==> src/rtl/status_led_ctrl.sv <==
// rtl/status_led_ctrl.sv - input sync/debounce with reductions and rise events, prescaled LED pattern generator
module status_led_ctrl #(
    parameter int N_IN    = 4,
    parameter int N_LED   = 2,
    parameter int DEB_LEN = 16,
    parameter int PRESC   = 2097152
) (
    input  logic             clk,
    input  logic             rst,
    input  logic [N_IN-1:0]  in,
    input  logic [1:0]       mode,
    output logic             all_hi,
    output logic             any_hi,
    output logic [N_IN-1:0]  rise_evt,
    output logic             tick,
    output logic [N_LED-1:0] led
);

    localparam int CW = (DEB_LEN > 1) ? $clog2(DEB_LEN) : 1;
    localparam int PW = $clog2(PRESC);
    localparam int SW = (N_LED > 3) ? N_LED : 3;
    localparam logic [CW-1:0] CNT_MAX = CW'(DEB_LEN - 1);
    localparam logic [PW-1:0] P_MAX   = PW'(PRESC - 1);

    typedef enum logic [1:0] {COUNT = 2'd0, WALK = 2'd1, MIRROR = 2'd2, HEART = 2'd3} state_t;

    logic [N_IN-1:0] s1, s2, deb, deb_prev;
    logic [CW-1:0]   cnt [N_IN];

    state_t          state, state_next;
    logic [PW-1:0]   pcnt, pcnt_next;
    logic [SW-1:0]   step, step_next, step_inc;
    logic [N_LED-1:0] led_next, mirror, entry_led;
    logic            tick_next, wrap;
    logic [N_IN+N_LED-1:0] deb_ext;

    // A channel only follows s2 after DEB_LEN consecutive mismatching cycles
    always_ff @(posedge clk) begin
        if (rst) begin
            s1       <= '0;
            s2       <= '0;
            deb      <= '0;
            deb_prev <= '0;
            all_hi   <= 1'b0;
            any_hi   <= 1'b0;
            rise_evt <= '0;
            for (int i = 0; i < N_IN; i++) cnt[i] <= '0;
        end else begin
            s1       <= in;
            s2       <= s1;
            deb_prev <= deb;
            all_hi   <= &deb;
            any_hi   <= |deb;
            rise_evt <= deb & ~deb_prev;
            for (int i = 0; i < N_IN; i++) begin
                if (s2[i] != deb[i]) begin
                    if (cnt[i] == CNT_MAX) begin
                        deb[i] <= s2[i];
                        cnt[i] <= '0;
                    end else begin
                        cnt[i] <= cnt[i] + CW'(1);
                    end
                end else begin
                    cnt[i] <= '0;
                end
            end
        end
    end

    always_ff @(posedge clk) begin
        if (rst) state <= state_t'(mode);
        else     state <= state_next;
    end

    always_comb begin
        state_next = state_t'(mode);
    end

    assign deb_ext   = {{N_LED{1'b0}}, deb};
    assign mirror    = deb_ext[N_LED-1:0];
    assign entry_led = (mode == WALK) ? N_LED'(1) : '0;
    assign wrap      = (pcnt == P_MAX);
    assign step_inc  = step + SW'(1);

    // A mode change restarts the pattern and swallows any tick due that cycle
    always_comb begin
        pcnt_next = wrap ? '0 : pcnt + PW'(1);
        tick_next = wrap;
        step_next = step;
        led_next  = led;
        if (state_next != state) begin
            pcnt_next = '0;
            tick_next = 1'b0;
            step_next = '0;
            led_next  = entry_led;
        end else begin
            if (wrap) step_next = step_inc;
            case (state)
                COUNT:  if (wrap) led_next = step_inc[N_LED-1:0];
                WALK:   if (wrap) led_next = (led << 1) | (led >> (N_LED - 1));
                MIRROR: led_next = mirror;
                HEART:  if (wrap) led_next = (step[2:0] == 3'd0 || step[2:0] == 3'd2) ? '1 : '0;
                default: led_next = led;
            endcase
        end
    end

    always_ff @(posedge clk) begin
        if (rst) begin
            pcnt <= '0;
            step <= '0;
            tick <= 1'b0;
            led  <= entry_led;
        end else begin
            pcnt <= pcnt_next;
            step <= step_next;
            tick <= tick_next;
            led  <= led_next;
        end
    end

endmodule

==> config.mk <==
export PLATFORM = sky130hd
export DESIGN_NAME = status_led_ctrl
export DESIGN_NICKNAME = d
export VERILOG_FILES = /design/src/rtl/status_led_ctrl.sv
export SDC_FILE = /design/constraint.sdc
export NUM_CORES = 1
export LEC_CHECK = 0
export ABC_AREA = 1
export CORE_MARGIN = 3
export CORE_UTILIZATION = 60
export CTS_BUF_LIST = sky130_fd_sc_hd__clkbuf_8 sky130_fd_sc_hd__clkbuf_16
export CTS_CLUSTER_DIAMETER = 60
export DETAILED_ROUTE_END_ITERATION = 10
export GPL_TIMING_DRIVEN = 0
export PLACE_DENSITY = 0.8
export RECOVER_POWER = 100
export SYNTH_ARGS = -nofsm -noshare
export SYNTH_HDL_FRONTEND = slang
export SYNTH_SLANG_ARGS = --single-unit
==> constraint.sdc <==
create_clock -name clk -period 3.45 [get_ports clk]
set_input_delay 0.69 -clock clk [delete_from_list [all_inputs] [get_ports clk]]
set_output_delay 0.69 -clock clk [all_outputs]
set_load 0.03 [all_outputs]
==> results.cfg <==
[drt]
met3_wirelength_um = 262
wl_um = 5050
vias = 2200
detail-route-antenna-nets = 0
wl_met2_um = 2380
highest_layer = met4
via_per_inst = 4.87
drt_iter0_drc = 116
drc = 0
avgRoutedWirePerCell_um = 11.2
drt-met1-wl_um = 2320
dr.pass1.iters = 4

[timing]
rsz0062_at_grt = no
finalWorstSetupSlack_ns = 1.21
tightest_slew_ns = 0.749
fmaxAchievable_mhz = 446
slew-limit-headroom = 0.501
fin_skew_ns = 0.00556
tns_ns = 0
hold_viol = 0
finalSetupViolCount = 0
hold_ws_ns = 0.388
period_share = 0.650
report.final.slew_viol_count = 0
min_period_ns = 2.24

[die]
die_height_um = 76.0
rows = 24
start_util = 0.649
io_pins = 17
core_um2 = 4530
dieArea_um2 = 5780
fp.dieW_um = 76.0

[clock_tree]
cts-resized-gates = 0
clk_pin_slew_worst_paths_ns = 0.07
clock_latency_ns = 0.34
htreeDepth = 3
cts_made_buffers = 9
ctsHoldBuffers = 0
cts_tree = yes
ctsRootBufferMaster = clkbuf_8
cts_buffer_depth = 2
post_cts_buffers = 0
clock_sinks = 67

[finish]
layout_commonest_cell = nor2_1
drive_above_1_share = 0.0956
layout_common_cells = nor2_1 (67), nand2_1 (57), dfxtp_1 (49)
diodes = 0
area.growth.synth_to_final_pct = 15.7
fin_nets = 398

[logic_synthesis]
ys_warn_count = 0
synthFlopType = dfxtp_1
synth_seq_area_share = 0.517
synth_area_per_cell_um2 = 8.66
synthCells = 340
synth-seq-cells = 67
async_reset_ff_frac = 0
synth_cell_types = 29
synth-edff-count = 18
syn_area_um2 = 2940

[power_and_ir_drop]
powerDensity_nw_per_um2 = 454
p_leak_nw = 1.31
vdd_drop_max_v = 0.000371

[job]
maxCapViolations = 0

[outcome]
outcome = finished, final reports clean

[worst_setup_path]
worst_ep_arrival_time_ns = 2.50
cp_data_required_time_ns = 3.71
path_class = in -> reg
path_max_fanout = 10
cp-end-kind = flip-flop
cp-start-kind = input port

[global_route]
grt_max_degree = 14
track_usage = 0.195
grt-ovfl-total = 0
antenna_found_initial = 0
grt_pass1_wl_um = 9060
grt_pass1_vias = 2094

[placed_design]
dp_slack_ns = 1.13
port_buffers = 16
gp_congestion = 0.889
dp_hpwl_um = 3770

[worst_hold_path]
worst_hold_path_type = reg -> reg
==> Yosys cell counts, types with 2 or more instances <==
master / number / area (um^2)
dfxtp_1: 49 / 981
nand2_1: 57 / 214
nor2_2: 9 / 56.3
edfxtp_1: 18 / 541
a21oi_2: 5 / 43.8
inv_1: 39 / 146
xnor2_1: 9 / 78.8
clkbuf_1: 2 / 7.51
nor2_1: 66 / 248
nand4_1: 2 / 12.5
nand2_4: 2 / 22.5
nor3_1: 9 / 45.0
ha_1: 8 / 100
xor2_1: 12 / 105
nor2_4: 3 / 33.8
nand3_1: 21 / 105
a21oi_1: 10 / 50.1
o21ai_0: 8 / 40.0
==> cells by family (layout without fill, tap and decap cells) <==
kind of cell    after synthesis  in the layout  share of synthesized area
fa+ha+maj                     8              8                     0.0340
flops                        67             67                      0.517
other cells                   1             16                    0.00127
buf+inv                      44             76                     0.0642
compound gates               26             26                     0.0540
xor+xnor                     21             21                     0.0625
simple gates                173            173                      0.267
==> critical path, cell delays in order <==
cell,delay (ns)
dlygate4sd3_1,0.60
inv_1,0.06
nand2_1,0.06
nand4_1,0.10
nor2_1,0.35
nand2_4,0.07
clkbuf_1,0.34
a21oi_1,0.23
==> per-stage QoR <==
step	instances	total power, mW	utilization	instance area [um^2]
after floorplan	355	0.904	-	3000
after global placement	436	0.927	0.715	3240
after detailed placement	436	0.931	0.715	3240
after CTS	452	1.57	0.759	3440
after global routing	452	1.61	0.751	3410
final	452	1.55	0.751	3410
==> per-layer routing <==
| layer | vias to the layer above | track usage |
|---|---|---|
| met5 | - | 0 |
| met4 | 0 | 0.0942 |
| met3 | 9 | 0.0437 |
| met2 | 48 | 0.316 |
| met1 | 987 | 0.246 |
| li1 | 1156 | - |
==> report_power, final <==
part           switching, mW  internal, mW
Clock                  0.303         0.337
Sequential            0.0121         0.826
Combinational         0.0431        0.0255
==> sequential cells by signal, summed over array words and instances, names as in the netlist <==
signal and count:
pcnt 21, cnt 16, deb 4, deb_prev 4, rise_evt 4, s1 4
s2 4, step 3, led 2, state 2, all_hi 1, any_hi 1
tick 1
==> cell type report <==
class	instances	area, um^2
sequential	67	1520
multi-input combinational	244	1280
fill	331	1130
timing repair buffer	16	160
inverter	40	150
clock buffer	9	124
tap	65	81.3
clock inverter	7	76.3
buffer	4	15.0
==> final timing paths <==
kind | to | cells after the start | start | slack (ns)
max | pcnt[2] | 8 | mode[0] | 1.21
min | rise_evt[1] | 1 | deb_prev[1] | 0.39
max reg2reg | pcnt[2] | 9 | pcnt[0] | 1.33
min reg2reg | rise_evt[1] | 1 | deb_prev[1] | 0.39
No activity file was read; power rests on OpenSTA's default activity.
